**src/rtl/pipelined_rr_arbiter_if.sv**
```systemverilog
// Bundles the client-side and server-side signals of the pipelined round-robin arbiter.
// The arbiter uses modport slave; the environment that drives it uses modport master.
interface pipelined_rr_arbiter_if #(
  parameter int req_data_width    = 16,
  parameter int server_data_width = 16,
  parameter int n_clients         = 8,
  parameter int max_outstanding   = 4
);
  localparam int cnt_w = $clog2(max_outstanding + 1);

  logic [req_data_width-1:0]    req_data [n_clients];
  logic [n_clients-1:0]         reqs;
  logic [server_data_width-1:0] data_out;
  logic [n_clients-1:0]         readies;
  logic [req_data_width-1:0]    arbiter_req_data;
  logic                         arbiter_req;
  logic                         server_accept;
  logic [server_data_width-1:0] server_data;
  logic                         server_valid;
  logic [cnt_w-1:0]             outstanding;
  logic                         protocol_error;

  modport slave (
    input  req_data, reqs, server_accept, server_data, server_valid,
    output data_out, readies, arbiter_req_data, arbiter_req, outstanding, protocol_error
  );

  modport master (
    output req_data, reqs, server_accept, server_data, server_valid,
    input  data_out, readies, arbiter_req_data, arbiter_req, outstanding, protocol_error
  );
endinterface

```
**src/rtl/pipelined_rr_arbiter.sv**
```systemverilog
// Skip-idle round-robin arbiter sharing one in-order pipelined server among n_clients,
// with a tag FIFO of depth max_outstanding that routes each response back to its owner.
module pipelined_rr_arbiter #(
  parameter int req_data_width    = 16,
  parameter int server_data_width = 16,
  parameter int n_clients         = 8,
  parameter int max_outstanding   = 4
) (
  input  logic                   clk,
  input  logic                   reset,
  pipelined_rr_arbiter_if.slave  bus
);
  localparam int idx_w = $clog2(n_clients);
  localparam int cnt_w = $clog2(max_outstanding + 1);
  localparam int fp_w  = (max_outstanding > 1) ? $clog2(max_outstanding) : 1;

  logic [idx_w-1:0]             ptr_q, ptr_d;
  logic [n_clients-1:0]         pending_q, pending_d;
  logic [idx_w-1:0]             tag_q [max_outstanding];
  logic [fp_w-1:0]              rd_q, rd_d, wr_q, wr_d;
  logic [cnt_w-1:0]             cnt_q, cnt_d;
  logic                         arb_req_q, arb_req_d;
  logic [req_data_width-1:0]    arb_data_q, arb_data_d;
  logic [server_data_width-1:0] dout_q, dout_d;
  logic [n_clients-1:0]         ready_q, ready_d;
  logic                         perr_q, perr_d;

  logic [n_clients-1:0]         elig_s;
  logic [idx_w-1:0]             cand_s;
  logic [idx_w-1:0]             gnt_idx_s;
  logic                         found_s;
  logic                         hit_s;
  logic                         slot_free_s;
  logic                         grant_s;
  logic                         pop_s;
  logic [idx_w-1:0]             head_s;

  function automatic logic [fp_w-1:0] next_fp(input logic [fp_w-1:0] p);
    return (p == fp_w'(max_outstanding - 1)) ? {fp_w{1'b0}} : p + fp_w'(1);
  endfunction

  function automatic logic [n_clients-1:0] onehot(input logic [idx_w-1:0] k);
    return {{(n_clients-1){1'b0}}, 1'b1} << k;
  endfunction

  // Scan from the pointer upward, wrapping, for the first eligible client.
  always_comb begin
    elig_s    = bus.reqs & ~pending_q;
    found_s   = 1'b0;
    gnt_idx_s = ptr_q;
    cand_s    = ptr_q;
    hit_s     = 1'b0;
    for (int i = 0; i < n_clients; i++) begin
      cand_s    = idx_w'((int'(ptr_q) + i) % n_clients);
      hit_s     = !found_s && elig_s[cand_s];
      gnt_idx_s = hit_s ? cand_s : gnt_idx_s;
      found_s   = found_s | hit_s;
    end
  end

  // A pop does not free a slot within its own cycle, so the grant uses the pre-pop count.
  always_comb begin
    slot_free_s = !arb_req_q || bus.server_accept;
    grant_s     = found_s && slot_free_s && (cnt_q < cnt_w'(max_outstanding));
    pop_s       = bus.server_valid && (cnt_q != cnt_w'(0));
    head_s      = tag_q[rd_q];

    ptr_d      = grant_s ? ((gnt_idx_s == idx_w'(n_clients - 1)) ? {idx_w{1'b0}}
                                                                  : gnt_idx_s + idx_w'(1))
                         : ptr_q;
    pending_d  = (pending_q & ~ready_q) | (grant_s ? onehot(gnt_idx_s) : {n_clients{1'b0}});
    wr_d       = grant_s ? next_fp(wr_q) : wr_q;
    rd_d       = pop_s ? next_fp(rd_q) : rd_q;
    ready_d    = pop_s ? onehot(head_s) : {n_clients{1'b0}};
    dout_d     = pop_s ? bus.server_data : dout_q;
    perr_d     = perr_q | (bus.server_valid && (cnt_q == cnt_w'(0)));
    arb_req_d  = arb_req_q;
    arb_data_d = arb_data_q;
    cnt_d      = cnt_q;

    case ({grant_s, pop_s})
      2'b10:   cnt_d = cnt_q + cnt_w'(1);
      2'b01:   cnt_d = cnt_q - cnt_w'(1);
      default: cnt_d = cnt_q;
    endcase

    if (grant_s) begin
      arb_req_d  = 1'b1;
      arb_data_d = bus.req_data[gnt_idx_s];
    end else if (arb_req_q && bus.server_accept) begin
      arb_req_d  = 1'b0;
      arb_data_d = arb_data_q;
    end else begin
      arb_req_d  = arb_req_q;
      arb_data_d = arb_data_q;
    end
  end

  // State and output registers.
  always_ff @(posedge clk or posedge reset) begin
    if (reset) begin
      ptr_q      <= {idx_w{1'b0}};
      pending_q  <= {n_clients{1'b0}};
      rd_q       <= {fp_w{1'b0}};
      wr_q       <= {fp_w{1'b0}};
      cnt_q      <= {cnt_w{1'b0}};
      arb_req_q  <= 1'b0;
      arb_data_q <= {req_data_width{1'b0}};
      dout_q     <= {server_data_width{1'b0}};
      ready_q    <= {n_clients{1'b0}};
      perr_q     <= 1'b0;
    end else begin
      ptr_q      <= ptr_d;
      pending_q  <= pending_d;
      rd_q       <= rd_d;
      wr_q       <= wr_d;
      cnt_q      <= cnt_d;
      arb_req_q  <= arb_req_d;
      arb_data_q <= arb_data_d;
      dout_q     <= dout_d;
      ready_q    <= ready_d;
      perr_q     <= perr_d;
    end
  end

  // Tag storage; each entry holds the client id of one granted request.
  always_ff @(posedge clk or posedge reset) begin
    if (reset) begin
      for (int i = 0; i < max_outstanding; i++) begin
        tag_q[i] <= {idx_w{1'b0}};
      end
    end else if (grant_s) begin
      tag_q[wr_q] <= gnt_idx_s;
    end else begin
      tag_q[wr_q] <= tag_q[wr_q];
    end
  end

  assign bus.data_out         = dout_q;
  assign bus.readies          = ready_q;
  assign bus.arbiter_req_data = arb_data_q;
  assign bus.arbiter_req      = arb_req_q;
  assign bus.outstanding      = cnt_q;
  assign bus.protocol_error   = perr_q;
endmodule

```
**src/flat_wrapper.sv**
```systemverilog
// flat-port wrapper written by rule: the top's interface ports become plain ports
module pipelined_rr_arbiter_flat 
#(
  parameter int req_data_width    = 16,
  parameter int server_data_width = 16,
  parameter int n_clients         = 8,
  parameter int max_outstanding   = 4
)
  (clk, reset, bus_req_data, bus_reqs, bus_server_accept, bus_server_data, bus_server_valid, bus_data_out, bus_readies, bus_arbiter_req_data, bus_arbiter_req, bus_outstanding, bus_protocol_error);
  pipelined_rr_arbiter_if #(.req_data_width(req_data_width), .server_data_width(server_data_width), .n_clients(n_clients), .max_outstanding(max_outstanding)) bus_i ();
  input  logic clk;
  input  logic reset;
  input wire logic [$bits(bus_i.req_data)-1:0] bus_req_data;
  input wire logic [$bits(bus_i.reqs)-1:0] bus_reqs;
  input wire logic [$bits(bus_i.server_accept)-1:0] bus_server_accept;
  input wire logic [$bits(bus_i.server_data)-1:0] bus_server_data;
  input wire logic [$bits(bus_i.server_valid)-1:0] bus_server_valid;
  output wire logic [$bits(bus_i.data_out)-1:0] bus_data_out;
  output wire logic [$bits(bus_i.readies)-1:0] bus_readies;
  output wire logic [$bits(bus_i.arbiter_req_data)-1:0] bus_arbiter_req_data;
  output wire logic [$bits(bus_i.arbiter_req)-1:0] bus_arbiter_req;
  output wire logic [$bits(bus_i.outstanding)-1:0] bus_outstanding;
  output wire logic [$bits(bus_i.protocol_error)-1:0] bus_protocol_error;
  assign bus_i.req_data = {>>{bus_req_data}};
  assign bus_i.reqs = bus_reqs;
  assign bus_i.server_accept = bus_server_accept;
  assign bus_i.server_data = bus_server_data;
  assign bus_i.server_valid = bus_server_valid;
  assign bus_data_out = bus_i.data_out;
  assign bus_readies = bus_i.readies;
  assign bus_arbiter_req_data = bus_i.arbiter_req_data;
  assign bus_arbiter_req = bus_i.arbiter_req;
  assign bus_outstanding = bus_i.outstanding;
  assign bus_protocol_error = bus_i.protocol_error;
  pipelined_rr_arbiter #(.req_data_width(req_data_width), .server_data_width(server_data_width), .n_clients(n_clients), .max_outstanding(max_outstanding)) u_core (.clk(clk), .reset(reset), .bus(bus_i));
endmodule
```
**config.mk**
```make
export PLATFORM = sky130hd
export DESIGN_NAME = pipelined_rr_arbiter_flat
export DESIGN_NICKNAME = d
export VERILOG_FILES = /design/src/rtl/pipelined_rr_arbiter_if.sv /design/src/rtl/pipelined_rr_arbiter.sv /design/src/flat_wrapper.sv
export SDC_FILE = /design/constraint.sdc
export NUM_CORES = 1
export LEC_CHECK = 0
export ABC_AREA = 1
export CORE_MARGIN = 4
export CORE_UTILIZATION = 49
export DETAILED_ROUTE_END_ITERATION = 6
export PLACE_DENSITY = 0.88
export SLEW_MARGIN = 10
export SYNTH_ARGS = -nofsm -noshare
export SYNTH_HDL_FRONTEND = slang
export SYNTH_SLANG_ARGS = --single-unit
```
**constraint.sdc**
```tcl
create_clock -name clk -period 11.1 [get_ports clk]
set_input_delay 2.775 -clock clk [delete_from_list [all_inputs] [get_ports clk]]
set_output_delay 2.775 -clock clk [all_outputs]
set_load 0.02 [all_outputs]
```
---- Word-level counts from Yosys, hierarchy flattened ----
Index checks and enable logic that the tools add are counted.
Widths: inputs -> output; s select.
storage, ports and cells
  register bits ........................... 72
  bits of input ports ..................... 156
  output and inout bits ................... 45
  word-level logic and storage cells ...... 133
cells by class
  add/subtract/negate cells ............... 12
  order comparisons ....................... 13
  equality and inequality tests ........... 5
  shift-type cells ........................ 2
  multiplexer cells ....................... 45
  bitwise gates (word level) .............. 16
  reduce and logical (&&, ||, !) cells .... 26
operators by type and width
  kind                 count
  $bmux 16 s3          1
  $mux 3               13
  $lt 3x4->1 const B   8
  $mux 16              2
  $bmux 1 s3           8
  $bwmux 12            2
  $and 8x8->8          2
  $mux 8               2
  $not 8->8            2
  $shl 1x3->8 const A  2
  $logic_and 1x1->1    13
  $add 3x3->3 const B  4
  $bmux 3 s2           2
  $mux 12              1
  $mux 1               10
  $add 3x1->3 const B  3
  $logic_not 1->1      8
  $or 1x1->1           8
  $or 8x8->8           1
  $add 3x2->3 const B  2
  $demux 3 s2          1
  $eq 2x2->1 const B   3
  $ge 3x3->1 const B   2
  $not 2->3            2
  other kinds (14)     17

---- Depth between registers and ports, before layout ----
Gate-level depths: netlist of run 1.
  word-level depth ........................ 29
  depth in mapped cells ................... 25
  mapped depth without buffers ............ 23

---- Worst setup path after synthesis of run 1 ----
Ideal clock, no wire load.
  kind .................................... in2reg
  start point ............................. in bus_reqs[0]
  end point ............................... reg u_core.cnt_q[2], in the netlist u_core.bus.outstanding[2]
  library setup time ...................... 0.131 ns
  arrival ................................. 5.202 ns
  data required time ...................... 10.969 ns
  path slack .............................. 5.767 ns
  cell stages on the path ................. 17
  path buffers ............................ 2
  path through ............................ nand3_1 > nand3_1 > nand3_1 > nand2_2 > nor2_4 > nand4_2 > nor2_4 > nand3_1 > nand3_1 > buf_2 > buf_1 > ha_1 > inv_1 > fa_1 > a21oi_1 > o21ai_0 > xor2_1
on the way
  word-level cells in the longest chain between the ends .. 28
  elaborated cells between the ends (all ways) .. 44
  those cells by class .................... eq/ne: 2; mux: 17; bitwise: 8; reduce/logical: 17
ends and longest elaborated chain
  element                                                 line                         RTL
  from (decl)                                             flat_wrapper.sv:14           input wire logic [$bits(bus_i.reqs)-1:0] bus_reqs;
  $and 8x8->8 (*)                                         pipelined_rr_arbiter.sv:48   elig_s = bus.reqs & ~pending_q;
  $bmux 1 s3                                              pipelined_rr_arbiter.sv:55   hit_s = !found_s && elig_s[cand_s];
  $mux 1 (not written as such)                            pipelined_rr_arbiter.sv:55
  $logic_not 1->1                                         pipelined_rr_arbiter.sv:55
  $logic_and 1x1->1                                       pipelined_rr_arbiter.sv:55
  $or 1x1->1                                              pipelined_rr_arbiter.sv:57   found_s = found_s | hit_s;
  $logic_not 1->1                                         pipelined_rr_arbiter.sv:55
  $logic_and 1x1->1                                       pipelined_rr_arbiter.sv:55
  [11 not listed]                                         -
  $logic_and 1x1->1                                       pipelined_rr_arbiter.sv:55
  $or 1x1->1                                              pipelined_rr_arbiter.sv:57
  $logic_not 1->1                                         pipelined_rr_arbiter.sv:55
  $logic_and 1x1->1                                       pipelined_rr_arbiter.sv:55
  $or 1x1->1 (*)                                          pipelined_rr_arbiter.sv:57
  $logic_and 1x1->1 (*) (2 in series)                     pipelined_rr_arbiter.sv:64   grant_s = found_s && slot_free_s && (cnt_q < cnt_w'(max_outstanding));
  $eq 2x1->1 / $eq 2x2->1 (equally long branches)         pipelined_rr_arbiter.sv:81   case ({grant_s, pop_s})
  $pmux 3 s2 / $reduce_bool 2->1 (equally long branches)  -
  to (signal assigned)                                    pipelined_rr_arbiter.sv:106  cnt_q <= {cnt_w{1'b0}};
  to (signal assigned)                                    pipelined_rr_arbiter.sv:117  cnt_q <= cnt_d;
  to (decl)                                               pipelined_rr_arbiter.sv:21   logic [cnt_w-1:0] cnt_q, cnt_d;
Every way passes the cells marked *; elsewhere a longest branch is shown, timed or not. The select of a mux whose other input is x is not followed.
A chain may end at the register's enable or synchronous reset.

---- Worst setup path after layout of run 1 ----
  start point ............................. in bus_reqs[3]
  end point ............................... reg u_core.arb_data_q[8], in the netlist u_core.bus.arbiter_req_data[8]
on the way
  word-level cells in the longest chain between the ends .. 28
  elaborated cells between the ends (all ways) .. 51
  those cells by class .................... mux: 26; bitwise: 9; reduce/logical: 16
ends and longest elaborated chain
  element                                      line                         RTL
  $and 8x8->8 (*)                              pipelined_rr_arbiter.sv:48
  $bmux 1 s3                                   pipelined_rr_arbiter.sv:55
  $mux 1 (not written as such)                 pipelined_rr_arbiter.sv:55
  $logic_not 1->1                              pipelined_rr_arbiter.sv:55
  $logic_and 1x1->1                            pipelined_rr_arbiter.sv:55
  $or 1x1->1                                   pipelined_rr_arbiter.sv:57
  $logic_not 1->1                              pipelined_rr_arbiter.sv:55
  $logic_and 1x1->1                            pipelined_rr_arbiter.sv:55
  [11 not listed]                              -
  $logic_and 1x1->1                            pipelined_rr_arbiter.sv:55
  $or 1x1->1                                   pipelined_rr_arbiter.sv:57
  $logic_not 1->1                              pipelined_rr_arbiter.sv:55
  $logic_and 1x1->1                            pipelined_rr_arbiter.sv:55
  $mux 3                                       pipelined_rr_arbiter.sv:56   gnt_idx_s = hit_s ? cand_s : gnt_idx_s;
  $not 3->4 (not written as such)              pipelined_rr_arbiter.sv:89   arb_data_d = bus.req_data[gnt_idx_s];
  $bmux 16 s3                                  pipelined_rr_arbiter.sv:89
  $mux 16 (not written as such) (2 in series)  pipelined_rr_arbiter.sv:89
  to (signal assigned)                         pipelined_rr_arbiter.sv:108  arb_data_q <= {req_data_width{1'b0}};
  to (signal assigned)                         pipelined_rr_arbiter.sv:119  arb_data_q <= arb_data_d;
  to (decl)                                    pipelined_rr_arbiter.sv:23   logic [req_data_width-1:0] arb_data_q, arb_data_d;
Marked as above.

==> results.yml, run 1 <==
synth:
  synth_compound_gate_area_share: 0.0624
  synth_top_area_share: 0.342
  yosys-top-cells-area: "dfrtp_1 34%, nand2_1 28%, nand3_1 12%"
  synth_top_area_cell: "dfrtp_1"
  synthTopCellsByCount: "390 x nand2_1, 129 x nand3_1, 72 x dfrtp_1"
  async_flop_share: 1.00
  synth_warnings: 0
  synth_fa_ha_area_frac: 0.0370
  yosys_register_bits: 72
  yosysMostFrequentCell: "nand2_1"
  synth_cells: 823
  synth_xor_area_frac: 0.0119
  synthesis.nets: 994
  yosysUniqueCellTypes: 32
  yosys.area_share.simple: 0.460
  synth_top_flop_cell: "dfrtp_1"
  synth_edf_count: 0
  synth.area.mux_share: 0
  avgSynthCellArea_um2: 6.40
  syn-cell-area_um2: 5270
  yosysSeqAreaShare: 0.342
  synth_top_family_by_area: "simple AND/OR/NAND/NOR gates"
timing:
  finalSetupTns_ns: 0
  min_period_ns: 5.85
  slew_headroom: 0.388
  tightest_slew_ns: 0.916
  finalHoldViolCount: 0
  drv_slew: 0
  fmax_mhz: 171
  setup_viol: 0
  finClkSkew_ns: 0.00999
  fin_crit_sh: 0.527
  rsz0062_at_grt: "false"
setup_path:
  crit_type: "primary input to register"
  cp_data_arrival_time_ns: 6.10
  cp.required_ns: 11.34
  r2r-end: "u_core.ptr_q[2]"
  cp-end-kind: "register"
  worstPathMaxFanout: 67
  cp-endpoint: "u_core.bus.arbiter_req_data[8]"
  worstReg2RegStart: "u_core.ptr_q[0]"
  ff2ff_setup_slack_ns: 6.65
  critPathLaunchType: "primary input"
  crit_start: "bus_reqs[3]"
  r2r_cells: 17
place:
  hpwl_um: 12300
  port_buffers: 200
  routabilityCongestion: 1.01
detailed_routing:
  antenna_left: 0
  drc_errors: 0
  num_vias: 5906
  post_drt_wl_per_cell_um: 14.3
  firstDrtPassIters: 7
  drt_first_iter_violations: 562
  viasPerCell: 5.18
  wl_um: 16400
worst_hold_path:
  min-delay-start: "u_core.bus.readies[7]"
  worstHoldPathType: "register to register"
die:
  fp.dieH_um: 112
  num_rows: 37
  dieArea_um2: 12500
  core_um2: 10400
  ioPinCount: 201
  initial_core_util: 0.506
  dieWidth_um: 112
cells_and_area:
  fin_nets: 1171
  fillCellCount: 875
  antenna_cells: 0
  drive_gt1_frac: 0.0537
  area_delta_synth_final_pct: 41.3
global_routing:
  grt.total_usage: 0.258
  first_global_vias: 5607
  gr-total-overflow: 0
  antenna_found_initial: 0
  grt_max_degree: 73
  grt_pass1_wl_um: 26900
clock_network:
  clock_sinks: 72
  cts_hold_buf: 0
  cts_resized: 0
  cts_buffer_depth: 2
  path_clk_slew_ns: 0.08
  clk_latency_ns: 0.35
  cts_setup_buffers: 0
  htree_num_levels: 3
  cts_buffers: 9
  cts_tree: "built"
  clock-root-buffer: "clkbuf_8"
job:
  maxCapViolCount: 0
status:
  status: "completed"
==> flip-flops by register name, summed over array words and instances, names as in the netlist <==
register / count
u_core.bus.arbiter_req: 1
u_core.bus.arbiter_req_data: 16
u_core.bus.data_out: 16
u_core.bus.outstanding: 3
u_core.bus.protocol_error: 1
u_core.bus.readies: 8
u_core.pending_q: 8
u_core.ptr_q: 3
u_core.rd_q: 2
u_core.tag_q: 12
u_core.wr_q: 2
==> worst min path at each step <==
stage | cells past startpoint | slack, ns | endpoint
3_3_place_gp | 1 | 0.44 | u_core.pending_q[7]
3_5_place_dp | 1 | 0.45 | u_core.pending_q[7]
5_1_grt | 1 | 0.49 | u_core.pending_q[2]
2_1_floorplan | 2 | 0.50 | u_core.tag_q[7]
6_report | 1 | 0.44 | u_core.pending_q[7]
4_1_cts | 1 | 0.45 | u_core.pending_q[7]
==> metal layers <==
metal / vias up / wire length, um / track usage
met4: 0 / 324 / 0.0657
met1: 2693 / 6780 / 0.323
li1: 2971 / - / -
met3: 26 / 1050 / 0.0592
met2: 216 / 8210 / 0.450
met5: - / 0 / 0
==> area by class of cell <==
class / instances / area (um^2) / share of cell area
clock buffer: 9 / 124 / 0.0166
tap: 136 / 170 / 0.0229
multi-input combinational: 646 / 3010 / 0.404
clock inverter: 7 / 55.1 / 0.00739
sequential: 72 / 1800 / 0.242
inverter: 67 / 251 / 0.0338
timing repair buffer: 204 / 2030 / 0.273
==> cells by family (layout without fill, tap and decap cells) <==
logic type                 Yosys count  in the layout
AOI/OAI and AO/OA                   58             58
xor gates and xnor gates             5              5
adders and majority gates           15             15
buffers and inverters              105            287
DFF                                 72             72
and+or+nand+nor                    568            568
==> worst max-delay path: stages <==
cell             delay (ns)
clkdlybuf4s50_1        0.50
nand3_1                0.12
nand3_1                0.14
nand2_1                0.09
nand2_1                0.06
nand2_1                0.13
nand2_1                0.14
nand2_1                0.06
nand2_1                0.07
nand2_1                0.05
nand2_1                0.05
nand2_1                0.05
nand2_1                0.06
nand2_2                0.41
nand2_2                0.21
buf_4                  0.55
nand2_1                0.13
nand2_1                0.10
nand2_1                0.05
nand3_1                0.12
nand2_1                0.07
nand2_1                0.05
nand2_1                0.06
==> metrics by stage <==
step / hold slack [ns] / instance area [um^2] / util / std cells / setup WS [ns]
4_1_cts: 0.448 / 7440 / 0.715 / 1141 / 5.30
3_5_place_dp: 0.447 / 7270 / 0.698 / 1125 / 4.94
5_1_grt: 0.494 / 7440 / 0.715 / 1141 / 4.89
2_1_floorplan: 0.496 / 5270 / - / 823 / 5.77
6_report: 0.443 / 7440 / 0.715 / 1141 / 5.25
3_3_place_gp: 0.443 / 7270 / 0.698 / 1125 / 5.00
==> layout by cell type, fill, tap and decap left out, types with 2 or more instances in the layout <==
cell type,n
nand2_1,390
clkdlybuf4s50_1,200
nand3_1,129
dfrtp_1,72
inv_1,55
o21ai_0,25
nor2_1,20
ha_1,14
inv_2,12
a21oi_1,12
clkbuf_8,9
o21ai_1,8
nand3_2,7
nand3b_1,7
nand2_2,6
o22ai_1,6
buf_4,4
xnor2_1,3
nand4_1,3
nor2_4,2
nand4_2,2
o21bai_1,2
nor2_2,2
a32oi_1,2
clkinvlp_4,2
inv_6,2
clkinv_4,2
Power of run 1 is left out: the tool's default activity adds up to more than one toggle a clock period on the data nets, which glitch-free logic cannot reach.
==> inputs of run 2 (changes only) <==
CORE_UTILIZATION = 45   (was 49)
PLACE_DENSITY = 0.82   (was 0.88)
clock period = 5.8 ns   (was 11.1 ns; I/O delays follow)
==> results.yml, run 2 (same netlist as run 1, synthesis figures left out) <==
cells_and_area:
  final_cell_mix: "390 x nand2_1, 200 x clkdlybuf4s50_1, 129 x nand3_1, 72 x dfrtp_1, 55 x inv_1"
  fin_nets: 1174
  layout_commonest_cell: "nand2_1"
  fillCellCount: 1010
  antenna_cells: 0
  area_delta_synth_final_pct: 43.9
  drive_gt1_frac: 0.0565
  final_cells: 1151
timing:
  fin_crit_sh: 0.696
  min_period_ns: 4.03
  fmax_mhz: 248
  drv_slew: 0
  tightest_slew_ns: 0.979
  finClkSkew_ns: 0.00935
  slew_headroom: 0.346
  finalHoldViolCount: 0
  setup_viol: 0
  finalSetupTns_ns: 0
  rsz0062_at_grt: "false"
global_routing:
  gr-total-overflow: 0
  grt.total_usage: 0.246
  grt_pass1_wl_um: 26500
  first_global_vias: 5281
  grt_max_degree: 68
  antenna_found_initial: 0
clock_network:
  htree_num_levels: 3
  cts_tree: "built"
  clock_sinks: 72
  cts_buffer_depth: 2
  cts_buffers: 9
  cts_resized: 0
  clock-root-buffer: "clkbuf_16"
  path_clk_slew_ns: 0.06
  cts_setup_buffers: 0
  cts_hold_buf: 0
  clk_latency_ns: 0.33
die:
  ioPinCount: 201
  core_um2: 11400
  num_rows: 39
  dieWidth_um: 116
  dieArea_um2: 13500
  fp.dieH_um: 116
  initial_core_util: 0.462
detailed_routing:
  antenna_left: 0
  num_vias: 5794
  wl_um: 16700
  drc_errors: 0
  firstDrtPassIters: 5
  post_drt_wl_per_cell_um: 14.5
  viasPerCell: 5.03
  drt_first_iter_violations: 507
setup_path:
  cpMostUsedCell: "nand2_1"
  crit_type: "primary input to register"
  critPathLaunchType: "primary input"
  crit_chain: "clkdlybuf4s50_1 > nand3_1 > nand3_2 > nand3_2 > nand2_2 > nor2_4 > nand4_2 > nor2_4 > nand2_1 > nand2_1 > inv_1 > nand2_1 > nand2_1 > nand2_2 > ha_1 > nand2_1 > o22ai_1"
  cp_data_arrival_time_ns: 4.28
  cp.required_ns: 6.05
  cpMaxStageDelayCell: "nand2_2"
  cp-end-kind: "register"
  slowest_delay_ns: 0.55
  worstPathMaxFanout: 35
place:
  routabilityCongestion: 0.893
  hpwl_um: 12400
  port_buffers: 200
  dp.cells: 1135
worst_hold_path:
  worstHoldPathType: "register to register"
job:
  maxCapViolCount: 0
status:
  status: "completed"
run 2: cell count changes in the layout (fill, tap and decap cells not counted):
cell | previous run | this run
clkbuf_16 | 0 | 9
clkbuf_8 | 9 | 0
buf_4 | 4 | 7
clkinv_4 | 2 | 0
inv_6 | 2 | 4
clkinv_2 | 1 | 0
inv_8 | 0 | 1
run 2: final timing paths:
kind                                        from                   endpoint  slack (ns)  cells past startpoint
max                                  bus_reqs[6]        u_core.pending_q[4]        1.77                     17
min                        u_core.bus.readies[3]        u_core.pending_q[3]        0.45                      1
max reg2reg                      u_core.ptr_q[0]        u_core.pending_q[4]        1.77                     18
min reg2reg                u_core.bus.readies[3]        u_core.pending_q[3]        0.45                      1
max in group asynchronous                  reset            u_core.tag_q[5]        3.21                      3
min in group asynchronous                  reset  u_core.bus.protocol_error        1.66                      2
run 2: metrics by stage:
stage / setup WS [ns] / util / hold WS [ns] / instance area (um^2)
after global routing: 1.39 / 0.664 / 0.486 / 7580
final: 1.77 / 0.664 / 0.453 / 7580
after global placement: 1.49 / 0.639 / 0.441 / 7300
after CTS: 1.80 / 0.664 / 0.454 / 7580
after detailed placement: 1.46 / 0.639 / 0.441 / 7300
after floorplan: 1.79 / - / 0.496 / 5270
run 2: area by class of cell:
cell class	count	area, um^2	area share
flip-flops and latches	72	1800	0.238
inverters	67	251	0.0332
repair buffers	207	2050	0.271
clock buffers	9	225	0.0297
well taps	143	179	0.0236
multi-input cells	646	3010	0.397
clock inverters	7	61.3	0.00808
run 2: critical path: cells and delay by family:
family	cells	cell delay, ns
buffers and inverters	2	0.49
adders and majority gates	1	0.27
and+or+nand+nor	13	1.89
AOI/OAI and AO/OA	1	0.18
run 2: per-layer routing:
layer,vias up,share of wire,global-route usage
met5,-,0,0
met4,0,0.023,0.0750
met3,30,0.053,0.0456
met2,163,0.49,0.408
met1,2625,0.43,0.327
li1,2976,-,-
Power of run 2 is left out for the same reason.
